`config.mk`:
```
export PLATFORM = sky130hd
export DESIGN_NAME = b08_drv
export DESIGN_NICKNAME = d
export VERILOG_FILES = /design/src/rtl/b08_drv.sv
export SDC_FILE = /design/constraint.sdc
export NUM_CORES = 1
export LEC_CHECK = 0
export BUFFER_PORTS_ARGS = -buffer_cell sky130_fd_sc_hd__buf_2
export CORE_MARGIN = 2
export CORE_UTILIZATION = 40
export CTS_BUF_LIST = sky130_fd_sc_hd__clkbuf_4 sky130_fd_sc_hd__clkbuf_8
export DETAILED_ROUTE_END_ITERATION = 10
export PLACE_DENSITY = 0.66
export REMOVE_ABC_BUFFERS = 1
export SYNTH_ARGS = -nofsm -noshare
export SYNTH_HDL_FRONTEND = slang
export SYNTH_SLANG_ARGS = --single-unit
```
`constraint.sdc`:
```
create_clock -name CLOCK -period 2.22 [get_ports CLOCK]
set_input_delay 0.444 -clock CLOCK [delete_from_list [all_inputs] [get_ports CLOCK]]
set_output_delay 0.444 -clock CLOCK [all_outputs]
set_load 0.01 [all_outputs]
```
`src/rtl/b08_drv.sv`:
```
// rtl/b08_drv.sv - burst driver: LFSR bytes to a pattern-match responder, captures its result code
module b08_drv #(
   parameter int WAIT_CYC = 18
) (
   input  logic       CLOCK,
   input  logic       RESET_N,
   input  logic       GO,
   input  logic [7:0] SEED,
   input  logic [3:0] NTX,
   input  logic [3:0] O,
   output logic       START,
   output logic [7:0] I,
   output logic       BUSY,
   output logic       DONE,
   output logic [3:0] RESULT,
   output logic [3:0] OR_ACC,
   output logic [3:0] NOMATCH_CNT
);

   localparam int TW = $clog2(WAIT_CYC + 1);

   typedef enum logic [1:0] {S_IDLE, S_REQ, S_HOLD, S_WAIT} state_t;

   state_t        r_state;
   state_t        w_next;
   logic [7:0]    r_lfsr;
   logic [7:0]    r_i;
   logic [TW-1:0] r_timer;
   logic [4:0]    r_remain;
   logic          r_done;
   logic [3:0]    r_result;
   logic [3:0]    r_or_acc;
   logic [3:0]    r_nomatch;

   logic          w_go;
   logic          w_capture;
   logic          w_last;
   logic [7:0]    w_seed;
   logic [7:0]    w_lfsr_next;

   assign w_go        = (r_state == S_IDLE) && GO;
   assign w_capture   = (r_state == S_WAIT) && (r_timer == TW'(1));
   assign w_last      = (r_remain == 5'd1);
   assign w_seed      = (SEED == 8'h00) ? 8'h01 : SEED;
   assign w_lfsr_next = {r_lfsr[6:0], r_lfsr[7] ^ r_lfsr[5] ^ r_lfsr[4] ^ r_lfsr[3]};

   always_ff @(posedge CLOCK or negedge RESET_N) begin
      if (!RESET_N) r_state <= S_IDLE;
      else          r_state <= w_next;
   end

   always_comb begin
      w_next = r_state;
      case (r_state)
         S_IDLE: if (GO) w_next = S_REQ;
         S_REQ:  w_next = S_HOLD;
         S_HOLD: w_next = S_WAIT;
         S_WAIT: if (w_capture) w_next = w_last ? S_IDLE : S_REQ;
         default: w_next = S_IDLE;
      endcase
   end

   always_ff @(posedge CLOCK or negedge RESET_N) begin
      if (!RESET_N) begin
         r_lfsr    <= 8'h01;
         r_i       <= 8'h00;
         r_timer   <= '0;
         r_remain  <= 5'd0;
         r_done    <= 1'b0;
         r_result  <= 4'h0;
         r_or_acc  <= 4'h0;
         r_nomatch <= 4'h0;
      end else begin
         r_done <= w_capture && w_last;
         if (w_go) begin
            r_lfsr    <= w_seed;
            r_i       <= w_seed;
            r_remain  <= (NTX == 4'h0) ? 5'd16 : {1'b0, NTX};
            r_or_acc  <= 4'h0;
            r_nomatch <= 4'h0;
         end
         if (r_state == S_HOLD) begin
            r_timer <= TW'(WAIT_CYC);
         end else if (r_state == S_WAIT) begin
            r_timer <= r_timer - TW'(1);
         end
         if (w_capture) begin
            r_result <= O;
            r_or_acc <= r_or_acc | O;
            if ((O == 4'h0) && (r_nomatch != 4'hF)) r_nomatch <= r_nomatch + 4'h1;
            r_lfsr   <= w_lfsr_next;
            r_remain <= r_remain - 5'd1;
            // I only moves when another REQ follows; the final advance stays internal
            if (!w_last) r_i <= w_lfsr_next;
         end
      end
   end

   assign START       = (r_state == S_REQ);
   assign BUSY        = (r_state != S_IDLE);
   assign I           = r_i;
   assign DONE        = r_done;
   assign RESULT      = r_result;
   assign OR_ACC      = r_or_acc;
   assign NOMATCH_CNT = r_nomatch;

endmodule

```
# == Yosys cells after proc, flatten, opt, wreduce, memory -nomap -nowiden ==
# Index checks and enable logic that the tools add are counted.
# word_totals
ff_bits,41
latchBits,0
mem_bits_rw,0
rom_bits,0
input_bits,19
elab_cells,56
n_memories,0
# op_classes
addsub,3
multipliers,0
n_div,0
magnitude_cmp,0
eq_ne,8
shift,0
muxes,20
n_bitwise,4
n_reduce_logical,12
# op_table
cell,n
two-way mux 8 bit,6
two-way mux 5 bit,5
two-way mux 4 bit,5
"== test 5 x 1 -> 1 bit, second input constant",2
"subtractor 5 x 1 -> 5 bit, second input constant",2
zero test 4 bit,2
zero test 8 bit,1
one-hot mux 2 bit (4 select lines),1
nonzero test 2 bit,3
"adder 4 x 1 -> 4 bit, second input constant",1
"== test 2 bit, second input constant",2
logical AND 1 bit,4
two-way mux 2 bit,2
"!= test 2 bit, second input constant",2
"!= test 4 bit, second input constant",1
bitwise OR 4 bit,1
XOR 1 bit,3
"== test 2 x 1 -> 1 bit, second input constant",1
zero test 2 bit,1
AND reduction 2 bit,1
two-way mux 1 bit,1

# == Logic depth before layout (Yosys ltp) ==
# Gate-level depths: netlist (run 1).
# depth
depth_word,5
ltp_mapped,8

# == Least setup slack after synthesis (run 1) ==
# OpenSTA, ideal clock, no wires.
# synth_path
kind,reg-to-reg
from,register r_state[0]
to,"register r_i[1], in the netlist I[1]"
arrival_time_ns,1.646
required_time_ns,2.143
slack_ns,0.497
stages_incl_launch_ff,8
cell_sequence,dfrtp_1 -> inv_1 -> ha_1 -> nand2_1 -> clkbuf_1 -> buf_1 -> a21oi_1 -> a21oi_1
# synth_via
elab_chain_len,5
word_cells_on_any_way,7
# synth_rtl
element,line,source
from (decl),24,state_t r_state;
from (signal assigned),49,else r_state <= w_next;
zero test 2 bit,41,assign w_go = (r_state == S_IDLE) && GO;
logical AND 1 bit,41,
two-way mux 8 bit,75,if (w_go) begin
two-way mux 8 bit,94,if (!w_last) r_i <= w_lfsr_next;
two-way mux 8 bit *,87,if (w_capture) begin
to (signal assigned),77,r_i <= w_seed;
to (signal assigned),94,
to (decl),27,logic [7:0] r_i;
# Mark *: on every way between the ends. The rest lies on a longest branch, timed or not.
# A chain may end at the register's enable or synchronous reset.

# == Worst setup path after layout (run 1) ==
# layout_path
from,register r_timer[1]
to,register r_lfsr[2]
# layout_via
elab_chain_len,3
word_cells_on_any_way,4
# layout_rtl
element,line,source
from (decl),28,logic [TW-1:0] r_timer;
from (signal assigned),83,r_timer <= TW'(WAIT_CYC);
from (signal assigned),85,r_timer <= r_timer - TW'(1);
== test 5 x 1 -> 1 bit *,42,assign w_capture = (r_state == S_WAIT) && (r_timer == TW'(1));
logical AND 1 bit *,42,
two-way mux 8 bit or nonzero test 2 bit (tied branches),-,
to (signal assigned),76,r_lfsr <= w_seed;
to (signal assigned),91,r_lfsr <= w_lfsr_next;
to (decl),26,logic [7:0] r_lfsr;
# Marks and branches as above.

==> impl_metrics.ini, run 1 <==
[timing]
layout_setup_ws_ns = 0.3443
hold_viol_final = 0
setup_viol = 0
slew_headroom = 0.6510
final.setup_skew_ns = 0.008217
period_needed_ns = 1.876
tightest_slew_ns = 0.5234
final.setup.tns_ns = 0
rsz0062_at_grt = no
fin_crit_sh = 0.8449
max_freq_mhz = 533.1
slew_viol_final = 0

[floorplanning]
num_rows = 26
io_pins = 42
die_x_um = 76.04
core-area_mm2 = 0.005042
start_util = 0.4117
die_h_um = 76.04
dieArea_mm2 = 0.005781

[synth]
synth.avg_cell_area_um2 = 9.522
yosys.area_share.adder = 0.06028
synth_edf_count = 0
synthSimpleGateAreaFrac = 0.2092
synth_compound_area_frac = 0.1627
synth_warnings = 0
yosysSeqAreaShare = 0.4949
synth_top_family_by_area = simple AND/OR/NAND/NOR gates
synth_seq_cells = 41
synthesis.area_mm2 = 0.002076
yosys-mux-area-fraction = 0.004822
synth_flop_cell = dfrtp_1
synthArstFlopShare = 1.000
synthDistinctLibCells = 40
synth_xor_area_frac = 0.02954
syn_inst = 218

[global_route]
antenna_found_initial = 0
grt-ovfl-total = 0
grt_usage = 0.1663
grt_max_degree = 42
first_global_vias = 1646
grt_first_pass_wirelength_um = 7672

[drt]
dr.pass1.iters = 4
drcViolationCount = 0
antenna_left = 0
viasPerCell = 5.078
vias = 1701
dr.first_iter.drc_count = 89
wirelength_um = 4384
wl_per_cell_um = 13.09

[placement]
io_buffers = 41
place_congestion = 0.7422
placed_area_mm2 = 0.002367
preCtsSetupSlack_ns = 0.3163
place_hpwl_um = 3124

[clocking]
clock_sinks = 41
ctsHoldBuffers = 0
insertion_delay_ns = 0.30
cts_buffer_depth = 2
cts_tree = built
cts-resized-gates = 0
clk_pin_slew_ns = 0.08
root_buffer = clkbuf_8
cts_setup_buffers = 0
htreeDepth = 2
cts_buffers = 5

[run_status]
status = finished, final reports clean

[critical_path]
cp_num_buf_inv = 2
endpoint_kind = register
r2r-start = r_timer[1]
cp.required_ns = 2.40
worstSetupPathType = reg -> reg
path_delay_family = simple AND/OR/NAND/NOR gates
rr_worst_depth = 6
rrSetupSlack_ns = 0.34
critPathSlowestCell = or4b_4
worstPathCellList = inv_1 > ha_1 > or4b_4 > nor2_2 > buf_4 > o21ai_0
arrival_ns = 2.05
cp_slowest_stage_delay_ns = 0.50
path_max_fanout = 16
r2r-end = r_lfsr[2]
start_kind = register

[cells_and_area]
fin_util = 0.4866
final_nets = 293
fill_cells = 502
area_growth_pct = 18.20
final_area_mm2 = 0.002454
final_layout_size_suffix_gt1_frac = 0.2415
diodes = 0

[job]
cap_violations = 0

[pwr]
ir_drop_mv = 0.4862
powerDensity_mw_per_mm2 = 1154
cellLeakagePower_nw = 1.175

[worst_hold_path]
hold_class = in -> async
worst max path at each step:
| stage | startpoint | end | slack, ns | cells after the start |
|---|---|---|---|---|
| final | r_timer[1] | r_lfsr[2] | 0.34 | 6 |
| after detailed placement | O[2] | NOMATCH_CNT[3] | 0.32 | 4 |
| after global routing | r_state[0] | r_remain[4] | 0.17 | 6 |
| after floorplan | r_timer[1] | I[0] | 0.10 | 6 |
| after global placement | O[2] | NOMATCH_CNT[3] | 0.34 | 4 |
| after CTS | r_state[0] | r_remain[4] | 0.31 | 6 |
area by class of cell:
| class | instances | area (um2) | share of cell area |
|---|---|---|---|
| Inverter | 9 | 33.78 | 0.01377 |
| Tap cell | 70 | 87.58 | 0.03570 |
| Clock buffer | 6 | 76.32 | 0.03111 |
| Clock inverter | 2 | 10.01 | 0.004080 |
| Timing Repair Buffer | 47 | 250.2 | 0.1020 |
| Multi-Input combinational cell | 160 | 968.4 | 0.3947 |
| Sequential cell | 41 | 1027 | 0.4187 |
placed cells by master (no fill, tap or decap), types with 8 or more instances in the layout:
cell type  instances
o21ai_0           16
buf_2             41
nand3_1            8
a21oi_1           29
inv_1              9
nand2_1           30
and3_1             8
dfrtp_1           40
ha_1              10
nor2_1            17
synthesized netlist by cell type (2+ instances only):
library cell  instances  area (um2)
a21oi_1              29       145.1
nor2_1               17       63.81
xnor2_1               5       43.79
a21o_1                2       15.01
nor4_1                4       25.02
nor3b_1               3       22.52
ha_1                 10       125.1
inv_1                 9       33.78
nand2b_1              2       12.51
xor2_1                2       17.52
o21ai_0              16       80.08
a211oi_1              2       15.01
dfrtp_1              40        1001
buf_4                 2       15.01
and3_1                8       50.05
nor3_1                5       25.02
clkbuf_1              3       11.26
nand3_1               8       40.04
nand2_1              30       112.6
registers in the layout, summed over array words and instances, names as in the netlist:
| signal | cells |
|---|---|
| I | 8 |
| r_lfsr | 8 |
| r_remain | 5 |
| r_timer | 5 |
| NOMATCH_CNT | 4 |
| OR_ACC | 4 |
| RESULT | 4 |
| r_state | 2 |
| DONE | 1 |
logic make-up after synthesis:
group / count (synthesis)
AND/OR/NAND/NOR: 84
AO/OA/AOI/OAI: 58
flip-flops: 41
buffers and inverters: 17
adder cells (fa/ha/maj): 10
XOR/XNOR: 7
multiplexers: 1
through the flow:
stage	total power [mW]	instances	hold WS (ns)
floorplan	1.999	210	0.1484
global placement	2.339	327	0.4545
detailed placement	2.365	327	0.4571
CTS	2.868	335	0.2172
global route	3.068	335	0.2440
finish	2.830	335	0.1899
where the power goes:
group	switching (mW)	internal (mW)
Combinational	0.592	0.495
Clock	0.255	0.230
Sequential	0.234	1.02
Total	1.08	1.75
metal layers:
metal  part of all wire  track usage
met5                  0            0
met4              0.014      0.05455
met3              0.049      0.04858
met2               0.43       0.2571
met1               0.51       0.2261
(Power assumes the default switching activity.)
==> inputs of run 2 (changes only) <==
--- a/config.mk
+++ b/config.mk
@@ -10,7 +10,7 @@
 export CORE_UTILIZATION = 40
 export CTS_BUF_LIST = sky130_fd_sc_hd__clkbuf_4 sky130_fd_sc_hd__clkbuf_8
 export DETAILED_ROUTE_END_ITERATION = 10
-export PLACE_DENSITY = 0.66
+export PLACE_DENSITY = 0.69
 export REMOVE_ABC_BUFFERS = 1
 export SYNTH_ARGS = -nofsm -noshare
 export SYNTH_HDL_FRONTEND = slang
==> constraint.sdc (replaced) <==
create_clock -name CLOCK -period 1.6 [get_ports CLOCK]
set_input_delay 0.32 -clock CLOCK [delete_from_list [all_inputs] [get_ports CLOCK]]
set_output_delay 0.32 -clock CLOCK [all_outputs]
set_load 0.01 [all_outputs]
==> impl_metrics.ini, run 2 (synthesis results as in run 1) <==
[run_status]
status = complete, but fails checks
failed_checks = setup timing

[timing]
rsz0062_at_grt = yes
fin_crit_sh = 1.119
setup_viol = 35
period_needed_ns = 1.790
final.setup_skew_ns = 0.006831
final.setup.tns_ns = -3.822
slew_headroom = 0.7140
timing.hold.ws_ns = 0.2573
layout_setup_ws_ns = -0.1902
slew_viol_final = 0
tightest_slew_ns = 0.4290
max_freq_mhz = 558.6
hold_viol_final = 0

[pwr]
p_int_mw = 3.218
power_frac_comb = 0.488
power.switching_mw = 1.945
sw_frac_of_total = 0.3767
powerDensity_mw_per_mm2 = 1618
ir_drop_mv = 0.7588
cellLeakagePower_nw = 1.499
p_clk_frac = 0.172
power.share.sequential = 0.339

[placement]
place_congestion = 0.8447
placed_area_mm2 = 0.002620
io_buffers = 41
place_hpwl_um = 3637

[drt]
viasPerCell = 5.194
wirelength_um = 5876
dr.first_iter.drc_count = 100
dr.pass1.iters = 4
wl_per_cell_um = 15.18
vias = 2010
drcViolationCount = 0
antenna_left = 0

[critical_path]
cp_num_buf_inv = 4
arrival_ns = 2.03
cp.required_ns = 1.84
path_max_fanout = 6
critPathSlowestCell = or4b_4
worstPathCellList = inv_2 > ha_4 > or4b_4 > nor2_4 > buf_12 > buf_8 > buf_6 > nand2_2 > nand2_1
path_delay_family = simple AND/OR/NAND/NOR gates
endpoint_kind = register
start_kind = register
cp_slowest_stage_delay_ns = 0.51
worstSetupPathType = reg -> reg

[floorplanning]
die_h_um = 76.04
num_rows = 26
core-area_mm2 = 0.005042
start_util = 0.4117
dieArea_mm2 = 0.005781
io_pins = 42
die_x_um = 76.04

[clocking]
cts_tree = built
htreeDepth = 2
cts_buffer_depth = 2
cts_buffers = 5
root_buffer = clkbuf_8
clk_pin_slew_ns = 0.08
clock_sinks = 41
insertion_delay_ns = 0.30

[global_route]
grt_max_degree = 19
grt_busiest_layer = met2
grtUsageMet3 = 0.03555
antenna_found_initial = 0
grt_first_pass_wirelength_um = 9480
use_met1 = 0.2471
grtUsageMet2 = 0.3634
first_global_vias = 2053
grt-ovfl-total = 0
grt_usage = 0.2039

[cells_and_area]
diodes = 0
final_nets = 345
final_layout_size_suffix_gt1_frac = 0.4953
fill_cells = 402
area_growth_pct = 53.77
final_area_mm2 = 0.003192
final_common_cell = buf_4
most-common-layout-cells = buf_4, buf_2, dfrtp_1, a21oi_1, nand2_1

[job]
cap_violations = 0

[worst_hold_path]
hold_class = in -> reg
-- run 2: changes by cell type in the layout (fill, tap and decap cells not counted), moves of 7 or more --
cell | before | now
a21oi_1 | 29 | 21
a21oi_2 | 0 | 7
o21ai_1 | 0 | 10
buf_4 | 6 | 42
buf_6 | 0 | 11
nand2_1 | 30 | 20
nand2_2 | 0 | 8
o21ai_0 | 16 | 5
-- run 2: routing by layer --
layer	up-vias	wire length (um)
li1	960	-
met1	990	2490
met2	51	3054
met3	9	225
met4	0	104
met5	-	0
-- run 2: repair_timing --
action,CTS,global route
hold buffers,1,0
setup buffers,10,11
setup endpoints to repair,36,40
cloned,3,0
endpoints found under the hold margin,15,0
pin swaps,9,21
gates resized for setup,32,55
-- run 2: stage by stage --
stage	setup slack, ns	std cells	power (mW)	util
final	-0.1902	387	5.163	0.6330
after global routing	-0.2520	387	5.541	0.6330
after CTS	-0.1501	381	4.812	0.5891
after detailed placement	-0.1674	359	3.678	0.5196
after global placement	-0.1327	359	3.623	0.5196
after floorplan	-0.5155	210	2.774	-
-- run 2: power groups by stage --
stage	Clock (mW)	Sequential, mW	Combinational, mW
6_report	0.888	1.75	2.52
5_1_grt	0.956	1.81	2.78
4_1_cts	0.899	1.72	2.20
3_5_place_dp	0	1.72	1.96
3_3_place_gp	0	1.71	1.91
2_1_floorplan	0	1.77	1.00
-- run 2: path summary, 6_finish.rpt --
check | start | endpoint | slack [ns] | depth (start not counted)
min in group asynchronous | RESET_N | r_state[1] | 0.49 | 2
min | O[3] | RESULT[3] | 0.26 | 3
max reg2reg | r_timer[1] | RESULT[2] | -0.19 | 9
max | r_timer[1] | RESULT[2] | -0.19 | 9
max in group asynchronous | RESET_N | r_remain[2] | 0.54 | 3
min reg2reg | RESULT[1] | RESULT[1] | 0.47 | 2
-- run 2: cell type report --
type	count	area, um2	share of cell area
Multi-Input combinational cell	161	1211	0.3795
Sequential cell	41	1027	0.3218
Timing Repair Buffer	98	709.4	0.2223
Tap cell	70	87.58	0.02744
Clock buffer	6	82.58	0.02587
Clock inverter	2	37.54	0.01176
Inverter	9	36.28	0.01137
-- run 2: worst register-to-register path: stages, from the launching register on --
cell and delay (ns):
dfrtp_1 0.39, inv_2 0.08, ha_4 0.12, or4b_4 0.51, nor2_4 0.17, buf_12 0.13, buf_8 0.12, buf_6 0.10
nand2_2 0.04, nand2_1 0.06
==> inputs of run 3 (changes only) <==
--- a/config.mk
+++ b/config.mk
@@ -12,6 +12,7 @@
 export DETAILED_ROUTE_END_ITERATION = 10
 export PLACE_DENSITY = 0.69
 export REMOVE_ABC_BUFFERS = 1
+export SETUP_SLACK_MARGIN = 0.4
 export SYNTH_ARGS = -nofsm -noshare
 export SYNTH_HDL_FRONTEND = slang
 export SYNTH_SLANG_ARGS = --single-unit
==> impl_metrics.ini, run 3 (synthesis results as in run 1) <==
[run_status]
status = complete, but fails checks
failed_checks = setup timing

[timing]
fin_crit_sh = 1.122
slew_viol_final = 0
max_freq_mhz = 557.0
hold_viol_final = 0
final.setup.tns_ns = -5.337
tightest_slew_ns = 0.4396
timing.hold.ws_ns = 0.2418
layout_setup_ws_ns = -0.1954
slew_headroom = 0.7069
setup_viol = 38
final.setup_skew_ns = 0.008982
rsz0062_at_grt = yes
period_needed_ns = 1.795

[critical_path]
arrival_ns = 2.03
cp_slowest_stage_delay_ns = 0.51
rr_worst_depth = 8
worstPathCellList = inv_2 > ha_4 > or4b_4 > nor2_4 > buf_4 > buf_6 > nand2_1 > o21ai_1
worstSetupPathType = reg -> reg
critPathSlowestCell = or4b_4
r2r-end = r_lfsr[4]
r2r-start = r_timer[1]
cp.required_ns = 1.83
endpoint_kind = register
path_max_fanout = 8
rrSetupSlack_ns = -0.20
start_kind = register

[clocking]
cts_buffer_depth = 2
htreeDepth = 2
cts_buffers = 5
clock_sinks = 41
root_buffer = clkbuf_8
clk_pin_slew_ns = 0.08
insertion_delay_ns = 0.30
cts_tree = built

[cells_and_area]
layout.cells.non_filler = 397
fill_cells = 375
diodes = 0
final_common_cell = buf_4
final_area_mm2 = 0.003286
area_growth_pct = 58.29
most-common-layout-cells = buf_4, buf_2, dfrtp_1, a21oi_1, nand2_1
final_layout_size_suffix_gt1_frac = 0.5046
final_nets = 355

[drt]
vias = 2009
wl_per_cell_um = 15.55
antenna_left = 0
wirelength_um = 6175
viasPerCell = 5.060
dr.pass1.iters = 4
dr.first_iter.drc_count = 82
drcViolationCount = 0

[placement]
io_buffers = 41
dp_cells = 359
placed_area_mm2 = 0.002620
place_congestion = 0.8447
place_hpwl_um = 3637

[pwr]
cellLeakagePower_nw = 1.544
ir_drop_mv = 0.7641
powerDensity_mw_per_mm2 = 1646
p_int_mw = 3.369
power_frac_comb = 0.508
total_power_mw = 5.407
p_clk_frac = 0.164
sw_frac_of_total = 0.3768
power.share.sequential = 0.327
power.switching_mw = 2.037

[floorplanning]
num_rows = 26
die_h_um = 76.04
core-area_mm2 = 0.005042
dieArea_mm2 = 0.005781
die_x_um = 76.04
start_util = 0.4117
io_pins = 42

[global_route]
grt_max_degree = 19
antenna_found_initial = 0
grt_first_pass_wirelength_um = 9908
grt-ovfl-total = 0
first_global_vias = 2103
grt_usage = 0.2154

[worst_hold_path]
hold_end = RESULT[3]
hold_class = in -> reg
holdPathStages = 3
holdCritStartpoint = O[3]

[job]
cap_violations = 0
-- run 3: changes by cell type in the layout (fill, tap and decap cells not counted), sizes merged --
cell	delta
clkinvlp	+1
buf	+10
inv	-1
-- run 3: how the worst max path moves through the flow --
stage,startpoint,end,slack [ns]
2_1_floorplan,r_timer[1],I[0],-0.52
3_3_place_gp,r_timer[1],r_remain[3],-0.13
3_5_place_dp,r_timer[1],r_remain[3],-0.17
4_1_cts,r_timer[1],r_remain[3],-0.15
5_1_grt,r_timer[1],NOMATCH_CNT[2],-0.30
6_report,r_timer[1],r_lfsr[4],-0.20
-- run 3: timing repair --
item	in CTS	in global routing
gates resized for setup	49	37
setup endpoints to repair	46	46
hold buffers	1	0
setup buffers	16	10
pin swaps	16	9
cloned	3	0
hold endpoints to repair	15	0
-- run 3: per-stage QoR --
stage,utilization,setup WS (ns)
after floorplan,-,-0.5155
after global placement,0.5196,-0.1327
after detailed placement,0.5196,-0.1674
after CTS,0.6124,-0.1498
after global routing,0.6516,-0.2989
final,0.6516,-0.1954
-- run 3: layout make-up --
class,instances,area (um2),area share
inverters,9,40.04,0.01219
flip-flops and latches,41,1031,0.3138
clock buffers,6,82.58,0.02513
repair buffers,108,805.8,0.2452
clock inverters,2,37.54,0.01142
well taps,70,87.58,0.02666
multi-input cells,161,1201,0.3656
-- run 3: routing by layer --
metal  up-vias  wire length (um)  GRT usage
li1        980                 -          -
met1       962              2638     0.2597
met2        56              3187     0.3786
met3        11               216    0.03910
met4         0               132    0.09273
met5         -                 0          0
-- run 3: power by group through the flow --
stage / Clock, mW / Sequential (mW) / Combinational [mW]
6_report: 0.889 / 1.77 / 2.75
3_5_place_dp: 0 / 1.72 / 1.96
4_1_cts: 0.899 / 1.73 / 2.37
3_3_place_gp: 0 / 1.71 / 1.91
5_1_grt: 0.962 / 1.82 / 2.99
2_1_floorplan: 0 / 1.77 / 1.00
-- run 3: critical path, delay by kind of cell (launching register included) --
| family | cells | cell delay, ns |
|---|---|---|
| adders and majority gates | 1 | 0.12 |
| and+or+nand+nor | 3 | 0.78 |
| buffers and inverters | 3 | 0.35 |
| AOI/OAI and AO/OA | 1 | 0.08 |
| DFF | 1 | 0.40 |
